<file path="config.mk">
export PLATFORM = sky130hd
export DESIGN_NAME = mem_port_arbiter
export DESIGN_NICKNAME = d
export VERILOG_FILES = /design/src/rtl/mem_port_arbiter.sv
export SDC_FILE = /design/constraint.sdc
export NUM_CORES = 1
export LEC_CHECK = 0
export CORE_UTILIZATION = 30
export CTS_BUF_LIST = sky130_fd_sc_hd__clkbuf_4 sky130_fd_sc_hd__clkbuf_8 sky130_fd_sc_hd__clkbuf_16
export CTS_CLUSTER_DIAMETER = 30
export DETAILED_ROUTE_END_ITERATION = 6
export SLEW_MARGIN = 30
export SYNTH_ARGS = -nofsm -noshare
export SYNTH_HDL_FRONTEND = slang
export SYNTH_SLANG_ARGS = --single-unit
</file>
<file path="constraint.sdc">
create_clock -name clk -period 2.5 [get_ports clk]
set_input_delay 0.5 -clock clk [delete_from_list [all_inputs] [get_ports clk]]
set_output_delay 0.5 -clock clk [all_outputs]
set_load 0.01 [all_outputs]
</file>
<file path="src/rtl/mem_port_arbiter.sv">
// mem_port_arbiter: shares one handshaked single-ported memory between the
// instruction-fetch port (I) and the data load/store port (D). One access is
// in flight at a time. Ties are resolved round-robin, responses are
// registered, and a watchdog aborts accesses that never see m_ack.
module mem_port_arbiter #(
  parameter int ADDR_WIDTH = 32,
  parameter int DATA_WIDTH = 32,
  parameter int TIMEOUT    = 255
) (
  input  logic                    clk,
  input  logic                    reset,
  input  logic                    i_req,
  input  logic [ADDR_WIDTH-1:0]   i_addr,
  output logic                    i_valid,
  output logic [DATA_WIDTH-1:0]   i_rdata,
  input  logic                    d_rd,
  input  logic                    d_wr,
  input  logic [ADDR_WIDTH-1:0]   d_addr,
  input  logic [DATA_WIDTH/8-1:0] d_mask,
  input  logic [DATA_WIDTH-1:0]   d_wdata,
  output logic                    d_valid,
  output logic [DATA_WIDTH-1:0]   d_rdata,
  output logic                    err,
  output logic                    m_req,
  output logic                    m_we,
  output logic [ADDR_WIDTH-1:0]   m_addr,
  output logic [DATA_WIDTH/8-1:0] m_mask,
  output logic [DATA_WIDTH-1:0]   m_wdata,
  input  logic                    m_ack,
  input  logic [DATA_WIDTH-1:0]   m_rdata
);

  localparam int MASK_W = DATA_WIDTH / 8;
  // Counter only needs to reach TIMEOUT-1; keep at least one bit when disabled.
  localparam int CW = (TIMEOUT > 0) ? $clog2(TIMEOUT + 1) : 1;
  localparam logic [CW-1:0] TO_LAST = CW'((TIMEOUT > 0) ? (TIMEOUT - 1) : 0);

  localparam logic GRANT_I = 1'b0;
  localparam logic GRANT_D = 1'b1;

  typedef enum logic [1:0] {
    IDLE   = 2'd0,
    BUSY_I = 2'd1,
    BUSY_D = 2'd2,
    RESP   = 2'd3
  } state_t;

  state_t                  state_q,      state_d;
  logic                    last_grant_q, last_grant_d;
  logic [CW-1:0]           cnt_q,        cnt_d;
  logic                    m_req_q,      m_req_d;
  logic                    m_we_q,       m_we_d;
  logic [ADDR_WIDTH-1:0]   m_addr_q,     m_addr_d;
  logic [MASK_W-1:0]       m_mask_q,     m_mask_d;
  logic [DATA_WIDTH-1:0]   m_wdata_q,    m_wdata_d;
  logic                    i_valid_q,    i_valid_d;
  logic                    d_valid_q,    d_valid_d;
  logic                    err_q,        err_d;
  logic [DATA_WIDTH-1:0]   i_rdata_q,    i_rdata_d;
  logic [DATA_WIDTH-1:0]   d_rdata_q,    d_rdata_d;

  logic                    d_any;
  logic                    timeout_hit;
  logic                    grant_i;
  logic                    grant_d;
  logic [DATA_WIDTH-1:0]   resp_data;

  assign d_any       = d_rd | d_wr;
  // Fires in the last permitted wait cycle; an m_ack in that same cycle wins.
  assign timeout_hit = (TIMEOUT != 0) && (cnt_q == TO_LAST);

  // Next-state, grant, watchdog and response logic.
  always_comb begin
    state_d      = state_q;
    last_grant_d = last_grant_q;
    cnt_d        = cnt_q;
    m_req_d      = m_req_q;
    m_we_d       = m_we_q;
    m_addr_d     = m_addr_q;
    m_mask_d     = m_mask_q;
    m_wdata_d    = m_wdata_q;
    i_valid_d    = 1'b0;
    d_valid_d    = 1'b0;
    err_d        = 1'b0;
    i_rdata_d    = i_rdata_q;
    d_rdata_d    = d_rdata_q;
    grant_i      = 1'b0;
    grant_d      = 1'b0;
    resp_data    = '0;

    case (state_q)
      IDLE: begin
        grant_i = i_req & (~d_any | (last_grant_q == GRANT_D));
        grant_d = d_any & ~grant_i;
        if (grant_i) begin
          state_d      = BUSY_I;
          last_grant_d = GRANT_I;
          cnt_d        = '0;
          m_req_d      = 1'b1;
          m_we_d       = 1'b0;
          m_addr_d     = i_addr;
          m_mask_d     = '1;
          m_wdata_d    = '0;
        end else if (grant_d) begin
          state_d      = BUSY_D;
          last_grant_d = GRANT_D;
          cnt_d        = '0;
          m_req_d      = 1'b1;
          m_we_d       = d_wr;
          m_addr_d     = d_addr;
          m_mask_d     = d_mask;
          m_wdata_d    = d_wdata;
        end else begin
          state_d = IDLE;
        end
      end

      BUSY_I, BUSY_D: begin
        // Stores and aborted accesses return zero data.
        if (m_ack && !m_we_q) begin
          resp_data = m_rdata;
        end else begin
          resp_data = '0;
        end
        if (m_ack || timeout_hit) begin
          state_d = RESP;
          m_req_d = 1'b0;
          err_d   = ~m_ack;
          if (state_q == BUSY_I) begin
            i_valid_d = 1'b1;
            i_rdata_d = resp_data;
          end else begin
            d_valid_d = 1'b1;
            d_rdata_d = resp_data;
          end
        end else begin
          cnt_d = cnt_q + CW'(1);
        end
      end

      RESP: begin
        state_d = IDLE;
      end

      default: begin
        state_d = IDLE;
        m_req_d = 1'b0;
      end
    endcase
  end

  // State and output registers with synchronous reset.
  always_ff @(posedge clk) begin
    if (reset) begin
      state_q      <= IDLE;
      last_grant_q <= GRANT_D;
      cnt_q        <= '0;
      m_req_q      <= 1'b0;
      m_we_q       <= 1'b0;
      m_addr_q     <= '0;
      m_mask_q     <= '0;
      m_wdata_q    <= '0;
      i_valid_q    <= 1'b0;
      d_valid_q    <= 1'b0;
      err_q        <= 1'b0;
      i_rdata_q    <= '0;
      d_rdata_q    <= '0;
    end else begin
      state_q      <= state_d;
      last_grant_q <= last_grant_d;
      cnt_q        <= cnt_d;
      m_req_q      <= m_req_d;
      m_we_q       <= m_we_d;
      m_addr_q     <= m_addr_d;
      m_mask_q     <= m_mask_d;
      m_wdata_q    <= m_wdata_d;
      i_valid_q    <= i_valid_d;
      d_valid_q    <= d_valid_d;
      err_q        <= err_d;
      i_rdata_q    <= i_rdata_d;
      d_rdata_q    <= d_rdata_d;
    end
  end

  assign m_req   = m_req_q;
  assign m_we    = m_we_q;
  assign m_addr  = m_addr_q;
  assign m_mask  = m_mask_q;
  assign m_wdata = m_wdata_q;
  assign i_valid = i_valid_q;
  assign d_valid = d_valid_q;
  assign err     = err_q;
  assign i_rdata = i_rdata_q;
  assign d_rdata = d_rdata_q;

endmodule
</file>
* Yosys cells after proc, flatten, opt, wreduce, memory -nomap -nowiden
Cells that the tools add are included.
** Operators by class
- Add/sub/neg operators :: 1
- Eq/ne operators :: 7
- Muxes and demuxes :: 24
- Bitwise gates (word level) :: 10
- Reductions and logical operators :: 13
** Operators by type and width (count)
- $mux 32 :: 5
- $mux 8 :: 3
- $pmux 8 s2 :: 1
- $reduce_and 3->1 :: 4
- $add 8x1->8 const B :: 1
- $eq 8x8->1 const B :: 1
- $mux 1 :: 8
- $mux 4 :: 2
- $mux 2 :: 3
- $not 1->1 :: 6
- $pmux 2 s3 :: 1
- $eq 2x2->1 const B :: 2
- $ne 2x2->1 const B :: 2
- $reduce_bool 2->1 :: 2
- $ne 3x3->1 const B :: 1
- $reduce_or 3->1 :: 1
- $and 1x1->1 :: 2
- $eq 2x1->1 const B :: 1
- $logic_not 2->1 :: 1
- $or 1x1->1 :: 2
- $pmux 1 s2 :: 1
- $reduce_and 2->1 :: 1
- $reduce_or 2->1 :: 1
- $logic_and 1x1->1 :: 1
- 2 further kinds :: 2
** Word-level totals
- Register bits :: 148
- Word-level logic and storage cells :: 68

* Logic depth before layout (Yosys ltp)
Gate-level depths: netlist of the first run.
- Depth in word-level cells :: 9
- Depth in mapped cells :: 9
- Mapped depth without buffers :: 6

* Worst setup path before layout of the first run
No wires, ideal clock.
- Path kind :: register -> register
- Start point :: register cnt_q[0]
- End point :: register i_rdata_q[10], in the netlist i_rdata[10]
- Arrival :: 1.734 ns
- Required time :: 2.428 ns
- Setup slack :: 0.694 ns
- Stages on the path, launching flop included :: 9
- Buffers on the path :: 2
- Cells stage by stage :: dfxtp_1 > inv_1 > ha_1 > and3_1 > a21oi_4 > nand3b_1 > buf_4 > buf_6 > mux2i_1
** Between the ends
- Cells in the longest elaborated chain, start to end :: 3
** RTL lines
- from (decl) :: line 50 : logic [CW-1:0] cnt_q, cnt_d;
- from (signal assigned) :: line 171 : cnt_q <= cnt_d;
- $eq 8x8->1 :: line 70 : assign timeout_hit = (TIMEOUT != 0) && (cnt_q == TO_LAST);
- $logic_or 1x1->1 :: line 125 : if (m_ack || timeout_hit) begin
- $reduce_and 3->1 (no line)
- to (signal assigned) :: line 180 : i_rdata_q <= i_rdata_d;
- to (decl) :: line 59 : logic [DATA_WIDTH-1:0] i_rdata_q, i_rdata_d;
Every way passes these cells.
A chain may end at the register's enable or synchronous reset.

* Worst setup path in the final report of the first run
- Start point :: register cnt_q[0]
- End point :: register i_rdata_q[9], in the netlist i_rdata[9]
The elaborated chain is that of the path after synthesis.

==> flow_summary.yaml, run 1 <==
clock_tree:
  cts_made_buffers: 17
  clockBufferDepth: 2
  htree_levels: 4
  cts_resized: 0
  ctsHoldBuffers: 0
  cts_root_buf: "clkbuf_16"
  cts_tree: "built"
  cts_setup_buffers: 0
  clk_pin_slew_worst_paths_ps: 60
  clk_latency_ps: 410
  clock_sinks: 148
logic_synthesis:
  synth_edf_count: 0
  synth.avg_cell_area_um2: 9.38
  ys_seq_area_share_pct: 48.7
  syn_area_um2: 6080
  synth_seq_cells: 148
  postSynthCellCount: 648
  async_reset_ff_share_pct: 0
  synth_ff_type: "dfxtp_1"
  synth_cell_types: 52
  yosysWarnings: 0
  synth_nets: 791
place:
  place.gp.congestion: 0.771
  postPlaceCellArea_um2: 9090
  portBuffers: 274
  hpwl_um: 12000
timing:
  hold_viol: 0
  max_freq_mhz: 486
  fin_crit_ps: 2060
  skew_ps: 8.24
  maxSlewHeadroom_pct: 59.8
  setup_viol: 0
  worstMarginPinSlew_ps: 603
  rsz0062_at_grt: "no"
  final.setup.tns_ps: 0
  hold-worst-slack_ps: 345
  drv_slew: 0
  post-route-period-util_pct: 82.2
power_and_ir_drop:
  power.total_mw: 9.17
  leakage_nw: 3.75
  ir_drop_v: 0.000626
  cellPowerDensity_nw_per_um2: 939
worst_setup_path:
  timing.critical_path.arrival_ps: 2390
  critical_path_class: "register to register"
  endpoint_kind: "register"
  crit_path_max_fanout: 33
  cp.required_ps: 2830
  start_kind: "register"
global_route:
  grt_start_max_net_pins: 92
  antenna_found_initial: 0
  overflow: 0
  track_usage_pct: 16.5
  grt_pass1_wl_um: 26800
  grt_pass1_vias: 5121
final_layout:
  drive_gt1_share_pct: 7.07
  final_common_cell: "clkdlybuf4s50_1"
  syn_to_final_growth_pct: 60.5
  diodes: 0
  finalNetCount: 1050
  utilization_pct: 49.7
  final_cell_mix: "clkdlybuf4s50_1 (273), dfxtp_1 (148), nand2_1 (103)"
  fin_area_um2: 9760
floorplan:
  die_height_um: 144
  core_um2: 19700
  die_area_um2: 20800
  ios: 275
  initial_core_util_pct: 30.9
  die_width_um: 144
  row_count: 51
route:
  drc: 0
  wl_um: 17700
  wl_per_cell_um: 15.0
  ant_nets: 0
  vias: 5432
  first_pass_iters: 6
  viasPerCell: 4.59
  initialDrtViolationCount: 176
run_status:
  status: "completed"
worst_hold_path:
  hold_class: "input port to register"
run:
  cap_violations: 0
synth_stat cells (2+ instances only):
library cell | n | area share [%]
dfxtp_1 | 148 | 49
inv_2 | 2 | 0.12
a211oi_1 | 3 | 0.37
nand3b_1 | 2 | 0.25
o31ai_1 | 2 | 0.25
a311oi_1 | 32 | 4.6
inv_1 | 4 | 0.25
o22ai_1 | 4 | 0.41
o21ai_0 | 2 | 0.16
ha_1 | 5 | 1.0
mux2i_1 | 65 | 11
nor2_1 | 74 | 4.6
nand2_1 | 103 | 6.4
nor4_1 | 2 | 0.21
a41oi_1 | 2 | 0.29
o21a_1 | 2 | 0.25
or3_1 | 4 | 0.41
clkbuf_1 | 22 | 1.4
buf_1 | 4 | 0.25
o21ai_1 | 4 | 0.33
buf_2 | 15 | 1.2
nand3_1 | 6 | 0.49
a31oi_1 | 2 | 0.21
buf_6 | 9 | 1.7
nand2b_1 | 66 | 6.8
and4_1 | 2 | 0.29
a21oi_1 | 4 | 0.33
a22oi_1 | 34 | 4.2
worst paths after layout:
| kind | from | end | slack (ps) | depth (start not counted) |
|---|---|---|---|---|
| worst min register to register | d_rdata[7] | d_rdata[7] | 470 | 2 |
| worst max register to register | cnt_q[0] | i_rdata[9] | 440 | 7 |
| worst min-delay path | reset | cnt_q[4] | 340 | 2 |
| worst max-delay path | cnt_q[0] | i_rdata[9] | 440 | 7 |
state kept, by name (all words and copies together), names as in the netlist:
name	count
d_rdata	32
i_rdata	32
m_addr	32
m_wdata	32
cnt_q	8
m_mask	4
state_q	2
d_valid	1
err	1
i_valid	1
last_grant_q	1
m_req	1
m_we	1
worst max-delay path, stage by stage (launching register included):
cell and delay [ps]:
dfxtp_1 430, inv_1 70, ha_1 210, and3_1 230, a21oi_4 310, nand3b_1 200, buf_12 270, mux2i_1 240
per-layer routing:
layer | track usage, % | part of all wire [%]
met5 | 0 | 0
met4 | 3.43 | 0.50
met3 | 7.35 | 9.2
met2 | 25.8 | 45
met1 | 20.8 | 45
report_power, final:
part           switching, mW  internal (mW)  leakage (nW)  total [mW]
Sequential             0.223           2.78          1.21        3.01
Clock                   1.03           1.87         0.325        2.90
Combinational           1.65           1.61          2.22        3.26
per-stage QoR:
| step | instances | worst slack (ps) |
|---|---|---|
| 6_report | 1184 | 444 |
| 5_1_grt | 1184 | 304 |
| 4_1_cts | 1184 | 415 |
| 3_5_place_dp | 1153 | 268 |
| 3_3_place_gp | 1153 | 296 |
| 2_1_floorplan | 648 | 694 |
layout make-up:
cell class	instances	area (um^2)
fillers	1940	9890
flip-flops and latches	148	2960
repair buffers	291	2940
multi-input cells	443	2830
clock buffers	21	474
well taps	265	332
clock inverters	10	193
inverters	6	22.5
logic make-up after synthesis:
kind of cell | count (synthesis) | synth area share [%]
buffers and inverters | 57 | 5.00
and+or+nand+nor | 269 | 20.8
DFF | 148 | 48.7
muxes | 65 | 10.7
adders and majority gates | 5 | 1.03
AOI/OAI and AO/OA | 104 | 13.7
(Power assumes the default switching activity.)
==> inputs of run 2 (changes only) <==
==> constraint.sdc (replaced) <==
create_clock -name clk -period 2.1 [get_ports clk]
set_input_delay 0.42 -clock clk [delete_from_list [all_inputs] [get_ports clk]]
set_output_delay 0.42 -clock clk [all_outputs]
set_load 0.01 [all_outputs]
==> run 2 against run 1 <==
  * Via count increased by 0.39%
  * Largest power group unchanged
  * Cell area increased by 0.14%
  * Count of clock-buffer cells in the layout decreased by 1
  * Critical path type unchanged
  * Core utilization increased by 0.070 points
  * Highest routed layer unchanged
  * Maximum frequency increased by 7.9%
  * Sequential power increased by 19%
  * Worst hold slack improved by 45 ps
  * Clock power increased by 5%
  * Critical endpoint is now cnt_q[7]
==> flow_summary.yaml, run 2 (synthesis gave the netlist of run 1 again) <==
final_layout:
  seq_area_um2: 2960
  drive_gt1_share_pct: 7.97
  multi_input_comb_area_um2: 2830
  final_cell_mix: "clkdlybuf4s50_1 (273), dfxtp_1 (148), nand2_1 (103)"
  diodes: 0
  fin_area_um2: 9770
  fill_cells: 1929
  syn_to_final_growth_pct: 60.7
  final_common_cell: "clkdlybuf4s50_1"
  finalNetCount: 1059
worst_setup_path:
  start_kind: "register"
  critical_path_class: "register to register"
  worstRegToRegCells: 6
  r2r_start: "state_q[0]"
  crit_path_max_fanout: 10
  startpoint: "state_q[0]"
  endpoint_kind: "register"
  timing.critical_path.arrival_ps: 2250
  r2r-end: "cnt_q[7]"
  r2r_slack_ps: 190
  cp-endpoint: "cnt_q[7]"
  cp.required_ps: 2440
timing:
  hold_viol: 0
  rsz0062_at_grt: "no"
  max_freq_mhz: 525
  maxSlewHeadroom_pct: 70.7
  setup_viol: 0
  hold-worst-slack_ps: 390
  fin_crit_ps: 1910
  post-route-period-util_pct: 90.8
  skew_ps: 6.91
  drv_slew: 0
  worstMarginPinSlew_ps: 439
route:
  viasPerCell: 4.57
  first_pass_iters: 4
  ant_nets: 0
  vias: 5453
  wl_per_cell_um: 14.8
  initialDrtViolationCount: 199
  wl_um: 17600
  drc: 0
power_and_ir_drop:
  ir_drop_v: 0.000626
  cellPowerDensity_nw_per_um2: 1090
  leakage_nw: 3.76
  power.total_mw: 10.7
floorplan:
  initial_core_util_pct: 30.9
  core_um2: 19700
  die_height_um: 144
  die_width_um: 144
  die_area_um2: 20800
  ios: 275
  row_count: 51
global_route:
  overflow: 0
  grt_pass1_vias: 5194
  grt_pass1_wl_um: 26900
  antenna_found_initial: 0
  track_usage_pct: 16.5
  grt_start_max_net_pins: 47
clock_tree:
  htree_levels: 4
  cts_resized: 0
  cts_tree: "built"
  cts_root_buf: "clkbuf_16"
  clock_sinks: 148
  cts_setup_buffers: 0
  clk_latency_ps: 410
  cts_made_buffers: 17
  clk_pin_slew_worst_paths_ps: 60
  ctsHoldBuffers: 0
  clockBufferDepth: 2
run_status:
  status: "completed"
run:
  cap_violations: 0
worst_hold_path:
  hold_class: "input port to register"
  hold_depth: 2
place:
  postPlaceCellArea_um2: 9190
  hpwl_um: 12300
  place.gp.congestion: 0.792
  portBuffers: 274
-- run 2: cell types whose count changed in the layout (fill, tap and decap cells not counted), sizes merged --
cell	previous run	this run
buf	18	27
clkinvlp	1	3
inv	10	8
clkbuf	21	20
clkinv	0	4
bufinv	5	2
-- run 2: layer usage --
metal  up-vias  wire length, um  track usage, %  share of wire [%]
met4         0              179            4.99                1.0
met2       182             7890            26.3                 45
met3        13             1460            5.63                8.3
met5         -                0               0                  0
li1       2789                -               -                  -
met1      2469             8090            21.1                 46
-- run 2: final cells by class --
class                   instances  share of cell area, %
well taps                     265                   3.39
multi-input cells             443                   29.0
flip-flops and latches        148                   30.3
repair buffers                300                   31.1
clock inverters                11                   1.31
inverters                       6                  0.230
clock buffers                  20                   4.71
-- run 2: critical path: stages, from the launching register on --
cell and delay [ps]:
dfxtp_1 350, inv_1 70, ha_1 290, or4b_4 260
o211ai_2 190, or4_1 530, a21oi_1 150
-- run 2: how the worst min path moves through the flow --
| stage | start | slack [ps] | endpoint |
|---|---|---|---|
| after floorplan | last_grant_q | 450 | last_grant_q |
| after global placement | d_rdata[2] | 460 | d_rdata[2] |
| after CTS | reset | 380 | m_mask[2] |
| final | reset | 390 | m_wdata[29] |
| after global routing | reset | 380 | m_wdata[29] |
| after detailed placement | d_rdata[21] | 460 | d_rdata[21] |
-- run 2: metrics by stage --
stage	setup WS, ps	util [%]	setup TNS, ps	std cells
after global routing	11.2	49.7	0	1193
after CTS	214	49.7	0	1193
after global placement	17.1	46.7	0	1162
after floorplan	294	-	0	648
final	194	49.7	0	1193
after detailed placement	-15.7	46.7	-15.7	1162
-- run 2: power breakdown --
part	total (mW)	internal (mW)	switching, mW
clock network	3.04	1.83	1.21
logic	4.05	2.04	2.01
registers	3.57	3.31	0.256
